--- src/rtl/serial_subtractor.sv ---
// Bit-serial unsigned subtractor: computes num1 - num2 (mod 2^N) one bit per
// clock, LSB first, with one full-subtractor cell and a borrow flop.
// Handshake: start is accepted in IDLE or DONE; busy marks RUN; done pulses
// for one cycle when diff/borrow/zero have just been updated.
module serial_subtractor #(
  parameter int N = 4
) (
  input  logic         clk,
  input  logic         rst,
  input  logic         start,
  input  logic [N-1:0] num1,
  input  logic [N-1:0] num2,
  output logic [N-1:0] diff,
  output logic         borrow,
  output logic         zero,
  output logic         busy,
  output logic         done
);

  // Bit counter needs clog2(N) bits, but never fewer than one.
  localparam int CW = (N > 1) ? $clog2(N) : 1;
  localparam logic [CW-1:0] LAST = CW'(N - 1);

  typedef enum logic [1:0] {
    IDLE = 2'd0,
    RUN  = 2'd1,
    DONE = 2'd2
  } state_t;

  state_t        state;
  logic [N-1:0]  a_reg;
  logic [N-1:0]  b_reg;
  logic [N-1:0]  r_reg;
  logic [N-1:0]  r_next;
  logic [CW-1:0] cnt;
  logic          bin;
  logic          a;
  logic          b;
  logic          d;
  logic          bout;

  // Full-subtractor cell on the current LSBs, and the result register
  // as it will look once this bit's difference is shifted in at the MSB.
  always_comb begin
    // NOTE: every signal gets an unconditional value here, so no latch can be
    // inferred; the MSB overwrite below is a refinement of a full default.
    a           = a_reg[0];
    b           = b_reg[0];
    d           = a ^ b ^ bin;
    bout        = (~a & b) | (~(a ^ b) & bin);
    r_next      = r_reg >> 1;
    r_next[N-1] = d;
  end

  // Control FSM and serial datapath; result outputs load only on entry to DONE.
  always_ff @(posedge clk or posedge rst) begin
    if (rst) begin
      state  <= IDLE;
      a_reg  <= '0;
      b_reg  <= '0;
      r_reg  <= '0;
      cnt    <= '0;
      bin    <= 1'b0;
      diff   <= '0;
      borrow <= 1'b0;
      zero   <= 1'b0;
    end else begin
      // NOTE: non-blocking assignments throughout, so every right-hand side
      // sees the pre-edge register values regardless of statement order.
      case (state)
        IDLE, DONE: begin
          if (start) begin
            a_reg <= num1;
            b_reg <= num2;
            bin   <= 1'b0;
            cnt   <= '0;
            state <= RUN;
          end else begin
            state <= IDLE;
          end
        end
        RUN: begin
          a_reg <= a_reg >> 1;
          b_reg <= b_reg >> 1;
          r_reg <= r_next;
          bin   <= bout;
          cnt   <= cnt + CW'(1);
          if (cnt == LAST) begin
            diff   <= r_next;
            borrow <= bout;
            zero   <= (r_next == '0);
            state  <= DONE;
          end
        end
        default: state <= IDLE;
      endcase
    end
  end

  // Status flags are pure decodes of the state register, so they are glitch-free
  // and clear immediately with the asynchronous reset.
  assign busy = (state == RUN);
  assign done = (state == DONE);

endmodule

--- config.mk ---
export PLATFORM = sky130hd
export DESIGN_NAME = serial_subtractor
export DESIGN_NICKNAME = d
export VERILOG_FILES = /design/src/rtl/serial_subtractor.sv
export SDC_FILE = /design/constraint.sdc
export NUM_CORES = 1
export LEC_CHECK = 0
export CAP_MARGIN = 20
export CORE_MARGIN = 4
export CORE_UTILIZATION = 44
export DETAILED_ROUTE_END_ITERATION = 7
export PLACE_DENSITY_LB_ADDON = 0.2
export SLEW_MARGIN = 5
export SYNTH_ARGS = -nofsm -noshare
export SYNTH_HDL_FRONTEND = slang
export SYNTH_SLANG_ARGS = --single-unit
export TNS_END_PERCENT = 30
--- constraint.sdc ---
create_clock -name clk -period 1.4 [get_ports clk]
set_input_delay 0.21 -clock clk [delete_from_list [all_inputs] [get_ports clk]]
set_output_delay 0.21 -clock clk [all_outputs]
set_load 0.01 [all_outputs]
Yosys cells after proc, flatten, opt, wreduce, memory -nomap -nowiden
Index checks and enable logic that the tools add are counted.

Bits in registers: 23. Bits in latches: 0. Bits in writable memories: 0. Bits in read-only memories: 0. Input port bits: 11. Output and inout bits: 8. Word-level logic and storage cells: 39. Memories kept: 0.

Add/subtract/negate cells: 1. Multipliers: 0. Divide/modulo/power cells: 0. Magnitude comparators: 0. Equal/unequal tests: 5. Shift-type cells: 0. Multiplexer cells: 11. Bitwise gates (word level): 7. Reduce and logical (&&, ||, !) cells: 6.

Operators with widths (number): $pmux 4 s2 (2); $mux 4 (2); $pmux 2 s2 (2); $eq 2x2->1 const B (2); $logic_not 4->1 (1); $mux 2 (2); $reduce_and 2->1 (2); $add 2x1->2 const B (1); $and 1x1->1 (2); $eq 2x1->1 const B (1); $logic_not 2->1 (1); $mux 1 (2); $ne 2x1->1 const B (1); $ne 2x2->1 const B (1); $not 1->1 (2); $pmux 1 s2 (1); $reduce_bool 2->1 (1); $reduce_or 2->1 (1); $xor 1x1->1 (2); $or 1x1->1 (1).

Longest topological paths before layout
Gate-level depths: netlist of run 1.

Depth in word-level cells: 5. Depth in mapped cells: 5. Mapped depth without buffers: 4.

Worst setup path after synthesis of run 1
No wires, ideal clock.

Path type: flip-flop to flip-flop. Start point: reg a_reg[0]. End point: reg zero. Setup time: 85 ps. Data arrival time: 1384 ps. Required time: 1315 ps. Path slack: -69 ps. Stages on the path, launching flop included: 4. Buffers on the path: 0. Period minus slack after synthesis: 1469 ps. Path through: dfrtp_1 fa_1 or4_1 o21ai_0.

Longest elaborated chain between the ends: 3.

RTL lines: from (decl) (line 31) `logic [N-1:0] a_reg;`; from (signal assigned) (line 73) `a_reg <= num1;`; from (signal assigned) (line 83) `a_reg <= a_reg >> 1;`; $xor 1x1->1 (2 in series) (line 49) `d = a ^ b ^ bin;`; net d (line 39) `logic d;`; $logic_not 4->1 (line 91) `zero <= (r_next == '0);`; to (signal assigned) (line 91); to (decl) (line 15) `output logic zero,`.

The timed path passes the listed nets, and every way through them passes these cells. A chain may end at the register's enable or synchronous reset.

Worst setup path in the final report of run 1
Same ends and word-level chain as after synthesis.

==> results.txt, run 1 <==
----------------------------------------------------
[Yosys]
  Synthesized cell area ... 923.4 sq um
  Count of flip-flops with a built-in enable after synthesis ... 0
  Synth unique cells ... 22
  Asr flop ratio synth ... 100.0%
  Warnings from Yosys ... 0
  Net count of the mapped netlist ... 95
  Register bit count reported by yosys ... 22
  Sequential-to-total area share from yosys stat ... 59.62%
  Most instantiated flip-flop cell in the synthesis netlist ... sky130_fd_sc_hd__dfrtp_1
  Avg Inst Size Synth ... 11.26 sq um
  Gate count after technology mapping ... 82

[STA]
  Hold violation count in the final report ... 0
  Worst slew margin relative to its limit ... roughly four fifths
  Final worst slack ... -0.08684 ns
  Final critical path time including I/O delays and setup ... 1.487 ns
  Tcrit/Tclk final ... 106.2%
  Post-Route Skew ... 0.001036 ns
  Highest achievable clock rate ... 672.6 MHz
  Slew at the pin closest to its max-slew limit ... roughly 0.31 ns
  Setup repair after global routing missed its margin ... yes
  Final count of negative-setup-slack endpoints ... 2
  Final Max Tran Viols ... 0

[Floorplanning]
  Total core area ... 1982 sq um
  Die Wd ... 53.81 microns
  Number of cell rows ... 16
  Ports ... 19
  Die area ... 2896 sq um
  Die span in y ... between 50 and 60 microns
  Effective utilization at floorplan ... 46.59%

[Pwr]
  Leakage power of the design ... roughly 0.63 nW
  IR drop worst, VDD ... 1.152 mV
  PD cells ... roughly 2200 nW/um^2

[Global route]
  Global-route wire length before repair ... 2939 microns
  Overflow left after global routing ... 0
  Aggregate global-route resource usage ... 14.54%
  Initial antenna violation count ... 0
  Number of global-route vias before repair ... approximately 680
  Largest net degree at the start of global routing ... 23

[Routing]
  Detailed-route vias per instance ... between 4 and 5
  Per-cell routed wire length ... 11.75 microns
  Vias post-DR ... 696
  Wire length after detailed routing ... 1668 microns
  First-pass iteration count of the detailed router ... 4
  DRC errors left ... 0
  Number of DRC violations after detailed-routing iteration 0 ... 6
  Detail Route Antenna Nets ... 0

[Finish]
  FILL cells ... 176
  Area of the multi-input gates ... roughly 310 sq um
  Number of nets in the final layout ... 130
  Total inserted antenna cells ... 0
  Post-route design area ... around 1200 sq um
  Combined flip-flop and latch cell area ... 550.5 sq um
  Most common cell after layout, fill and taps aside ... sky130_fd_sc_hd__dfrtp_1
  Final Core Density ... 62.18%
  Commonest cells after routing, fill and taps aside ... sky130_fd_sc_hd__dfrtp_1 (22), sky130_fd_sc_hd__buf_4 (15), sky130_fd_sc_hd__nand2_1 (11)
  Ratio of cells with drive above 1 in the final layout ... a little under a quarter
  Area growth from synthesis to final layout ... 33.47%

[Clock network]
  CTS H-Tree Depth ... 1
  TritonCTS clock tree ... yes
  Clock Sinks ... 22
  Worst-skew pair later-pin latency ... roughly 0.3 ns
  Num CTS Buffers ... 3
  Clock transition at the register clock pins on the worst setup and hold paths after CTS ... 0.11 ns
  Hold buffer count at CTS ... 0
  Clock Path Buffers ... 2
  Cell at the root of the clock tree ... sky130_fd_sc_hd__clkbuf_4

[Worst setup path]
  Minimum setup slack among reg-to-reg paths ... -0.09 ns
  Arrival time of data at the critical path endpoint ... 1.72 ns
  Largest driver fanout on the critical path ... 2
  Cell with the largest stage delay on the worst path ... sky130_fd_sc_hd__fa_1
  Critical path capture point type ... flip-flop
  Nature of the critical path startpoint ... flip-flop
  List of cells traversed by the critical path ... fa_1 -> or4_1 -> o21ai_1
  Data required time of the critical path ... roughly 1.6 ns
  Critical path type ... flip-flop to flip-flop
  Critical Path Max Stage Delay ... between 0.4 and 0.5 ns

[Run status]
  Status ... finished, violations left
  Violations in the final reports ... negative setup slack

[Hold path]
  Type of the worst min-delay path ... primary input to asynchronous set/reset pin

[Placement]
  Dpl hpwl ... 1197 microns
  Port buffer count ... 18
  Last weighted congestion value of the routability-driven placer ... 0.6816
  Total cell area at the placement stage ... 1194 sq um

[Job]
  Max-cap violations ... 0

----------------------------------------------------
## what timing repair did
action | in CTS | in global routing
resized for setup | 14 | 2
pin swaps | 1 | 1
setup endpoints to repair | 9 | 7
setup buffers | 0 | 4
cloned | 0 | 0
hold endpoints to repair | 0 | 0
## metal layers
metal  vias up  share of wire (%)  global-route usage (%)
met5         -                  0                       0
met4         0               0.42                   7.660
met3         2                5.0                   3.324
met2        15                 49                   22.38
met1       336                 46                   18.90
li1        343                  -                       -
## cell usage after synthesis, types with 2 or more instances
cell / number / share of area [%]
sky130_fd_sc_hd__buf_6: 2 / 2.4
sky130_fd_sc_hd__nand3_1: 3 / 1.6
sky130_fd_sc_hd__mux2_2: 4 / 4.9
sky130_fd_sc_hd__inv_1: 10 / 4.1
sky130_fd_sc_hd__dfrtp_1: 22 / 60
sky130_fd_sc_hd__nand2b_1: 2 / 1.4
sky130_fd_sc_hd__a21oi_1: 5 / 2.7
sky130_fd_sc_hd__o21ai_0: 6 / 3.3
sky130_fd_sc_hd__nand2_1: 11 / 4.5
sky130_fd_sc_hd__o22ai_1: 5 / 3.4
## worst paths after layout
kind                          start       end  cells after the start
max reg2reg                a_reg[0]      zero                      3
max                        a_reg[0]      zero                      3
min                             rst    borrow                      3
max in group asynchronous       rst  b_reg[2]                      3
min in group clk            num1[3]  a_reg[3]                      3
min reg2reg                  borrow    borrow                      2
## through the flow
stage               power, W  setup slack (ns)  instances  hold WS (ns)   TNS, ns
floorplan           0.001875          -0.04192         82        0.1992  -0.04192
global placement    0.002364          -0.05896        135        0.4678  -0.05896
detailed placement  0.002416           -0.1026        135        0.4677   -0.1026
CTS                 0.002615           -0.1161        138        0.2407   -0.1161
global route        0.002987           -0.1570        142        0.2400   -0.2977
finish              0.002702          -0.08684        142        0.2407  -0.09575
## worst max-delay path, delay by kind of cell (launching register included)
kind | cells | cell delay, ns
adders and majority gates | 1 | 0.48
AOI/OAI and AO/OA | 1 | 0.12
DFF | 1 | 0.42
and+or+nand+nor | 1 | 0.41
## power by group
group | total (W) | switching, W | internal, W
registers | 0.00110 | 0.000169 | 0.000934
logic | 0.00132 | 0.000603 | 0.000718
clock network | 0.000278 | 0.000178 | 0.000100
## layout make-up
| type | instances | share of cell area (%) |
|---|---|---|
| Sequential cell | 22 | 44.67 |
| Multi-Input combinational cell | 47 | 25.38 |
| Timing Repair Buffer | 33 | 22.34 |
| Inverter | 10 | 3.046 |
| Tap cell | 27 | 2.741 |
| Clock buffer | 3 | 1.827 |
## logic make-up after synthesis
family                   Yosys count  synth area share (%)
AND/OR/NAND/NOR                   21                 11.65
adder cells (fa/ha/maj)            2                 3.523
multiplexers                       5                 5.962
buffers and inverters             13                 6.910
flip-flops                        22                 59.62
AO/OA/AOI/OAI                     19                 12.33
Note: power is estimated with default switching activity, not from simulation.
==> inputs of run 2 (changes only) <==
--- a/config.mk
+++ b/config.mk
@@ -7,7 +7,7 @@
 export LEC_CHECK = 0
 export CAP_MARGIN = 20
 export CORE_MARGIN = 4
-export CORE_UTILIZATION = 44
+export CORE_UTILIZATION = 45
 export DETAILED_ROUTE_END_ITERATION = 7
 export PLACE_DENSITY_LB_ADDON = 0.2
 export SLEW_MARGIN = 5
==> constraint.sdc (replaced) <==
create_clock -name clk -period 1.9 [get_ports clk]
set_input_delay 0.285 -clock clk [delete_from_list [all_inputs] [get_ports clk]]
set_output_delay 0.285 -clock clk [all_outputs]
set_load 0.01 [all_outputs]
==> results.txt, run 2 (synthesized netlist as in run 1, its figures left out) <==
----------------------------------------------------
[Clock network]
  Hold buffer count at CTS ... 0
  Num CTS Buffers ... 3
  CTS H-Tree Depth ... 1
  Worst-skew pair later-pin latency ... 0.30 ns
  Clock Sinks ... 22
  TritonCTS clock tree ... yes
  Cell at the root of the clock tree ... sky130_fd_sc_hd__clkbuf_4
  Clock transition at the register clock pins on the worst setup and hold paths after CTS ... ~0.12 ns
  Clock Path Buffers ... 2
  Post-CTS setup buffers ... 0

[Global route]
  Overflow left after global routing ... 0
  Aggregate global-route resource usage ... 13.79%
  Number of global-route vias before repair ... 673
  Global-route wire length before repair ... 2794 microns
  Largest net degree at the start of global routing ... 23
  Initial antenna violation count ... 0

[STA]
  Final Max Tran Viols ... 0
  Hold violation count in the final report ... 0
  Final count of negative-setup-slack endpoints ... 0
  Tcrit/Tclk final ... just under 90%
  Setup repair after global routing missed its margin ... no
  Post-Route Skew ... 0.007033 ns
  Final critical path time including I/O delays and setup ... 1.701 ns
  Highest achievable clock rate ... 587.8 MHz
  Worst slew margin relative to its limit ... 74.71%
  Slew at the pin closest to its max-slew limit ... 0.3782 ns
  Setup TNS ... 0 ns

[Worst setup path]
  Minimum setup slack among reg-to-reg paths ... 0.36 ns
  Data required time of the critical path ... 1.62 ns
  Startpoint of the worst register-to-register path ... a_reg[0]
  Worst R2R End ... zero
  Largest driver fanout on the critical path ... 7
  Nature of the critical path startpoint ... flip-flop
  Critical path type ... flip-flop to primary output
  Arrival time of data at the critical path endpoint ... 1.42 ns
  Critical path capture point type ... primary output
  Depth of the worst register-to-register path ... 3

[Floorplanning]
  Ports ... 19
  Total core area ... 1962 sq um
  Die span in y ... 53.30 microns
  Die area ... 2841 sq um
  Die Wd ... 53.30 microns
  Effective utilization at floorplan ... around 47%
  Number of cell rows ... 16

[Routing]
  Wire length after detailed routing ... around 1600 microns
  Detailed-route vias per instance ... 4.924
  Number of DRC violations after detailed-routing iteration 0 ... 7
  Vias post-DR ... 645
  Detail Route Antenna Nets ... 0
  First-pass iteration count of the detailed router ... 4
  DRC errors left ... 0
  Per-cell routed wire length ... 12.03 microns

[Placement]
  Port buffer count ... 18
  Dpl hpwl ... 1190 microns
  Last weighted congestion value of the routability-driven placer ... ~0.78
  Total cell area at the placement stage ... between 1000 and 1500 sq um

[Hold path]
  Type of the worst min-delay path ... primary input to asynchronous set/reset pin

[Pwr]
  IR drop worst, VDD ... 0.9720 mV
  Leakage power of the design ... 0.5621 nW
  PD cells ... 1622 nW/um^2

[Finish]
  Commonest cells after routing, fill and taps aside ... sky130_fd_sc_hd__dfrtp_1 (22), sky130_fd_sc_hd__clkdlybuf4s50_1 (17), sky130_fd_sc_hd__nand2_1 (11)
  Most common cell after layout, fill and taps aside ... sky130_fd_sc_hd__dfrtp_1
  Total inserted antenna cells ... 0
  FILL cells ... between 150 and 200
  Area growth from synthesis to final layout ... 26.96%
  Post-route design area ... 1172 sq um
  Number of nets in the final layout ... 118
  Ratio of cells with drive above 1 in the final layout ... 12.50%

[Run status]
  Status ... finished clean

[Job]
  Max-cap violations ... 0

----------------------------------------------------
## run 2: changes by cell type in the layout (fill, tap and decap cells not counted), moves of 2 or more
cell / delta
sky130_fd_sc_hd__buf_2: -2
sky130_fd_sc_hd__clkdlybuf4s50_1: +7
sky130_fd_sc_hd__buf_4: -12
sky130_fd_sc_hd__dlygate4sd2_1: -6
## run 2: timing repair
action | in CTS | in global routing
endpoints found under the hold margin | 0 | 0
gates resized for setup | 0 | 2
setup endpoints to repair | 0 | 1
## run 2: layer usage
layer | part of all wire, % | track usage [%] | wire length [microns] | vias to the layer above
met5 | 0 | 0 | 0 | -
met4 | 1.5 | 6.383 | 24 | 0
met3 | 4.8 | 3.662 | 75 | 4
met2 | 46 | 23.27 | 725 | 15
met1 | 48 | 16.07 | 750 | 305
li1 | - | - | - | 321
## run 2: worst max-delay path, cell delays in order (launching register included)
cell	delay [ns]
sky130_fd_sc_hd__dfrtp_1	0.45
sky130_fd_sc_hd__nor2b_1	0.12
sky130_fd_sc_hd__clkdlybuf4s50_1	0.54
## run 2: final cells by class
class / count / area (sq um) / area share (%)
Sequential cell: 22 / 550.5 / 46.96
Multi-Input combinational cell: 47 / 309.0 / 26.36
Timing Repair Buffer: 21 / 205.2 / 17.50
Inverter: 10 / 37.54 / 3.202
Clock buffer: 4 / 36.28 / 3.095
Tap cell: 27 / 33.78 / 2.882
## run 2: through the flow
| stage | hold WS, ns | util, % | setup slack (ns) | std cells | total power, W |
|---|---|---|---|---|---|
| 6_report | 0.3015 | 59.76 | 0.1988 | 131 | 0.001901 |
| 5_1_grt | 0.3251 | 59.76 | 0.1241 | 131 | 0.002073 |
| 3_3_place_gp | 0.4611 | 57.78 | 0.3723 | 127 | 0.001650 |
| 4_1_cts | 0.3055 | 59.63 | 0.004824 | 131 | 0.001940 |
| 2_1_floorplan | 0.2742 | - | 0.4315 | 82 | 0.001379 |
| 3_5_place_dp | 0.4756 | 57.78 | 0.3515 | 127 | 0.001686 |
## run 2: report_power, final
group	internal, W	switching [W]
combinational	0.000430	0.000398
sequential	0.000688	0.000132
clock	0.000117	0.000137
total	0.00123	0.000666
## run 2: worst max-delay path by stage
stage,startpoint,endpoint,slack [ns],depth (start not counted)
after floorplan,a_reg[0],zero,0.43,3
after CTS,state[1],busy,0.005,3
after detailed placement,a_reg[0],zero,0.35,3
after global placement,state[1],busy,0.37,3
final,state[0],done,0.20,2
after global routing,state[0],done,0.12,2
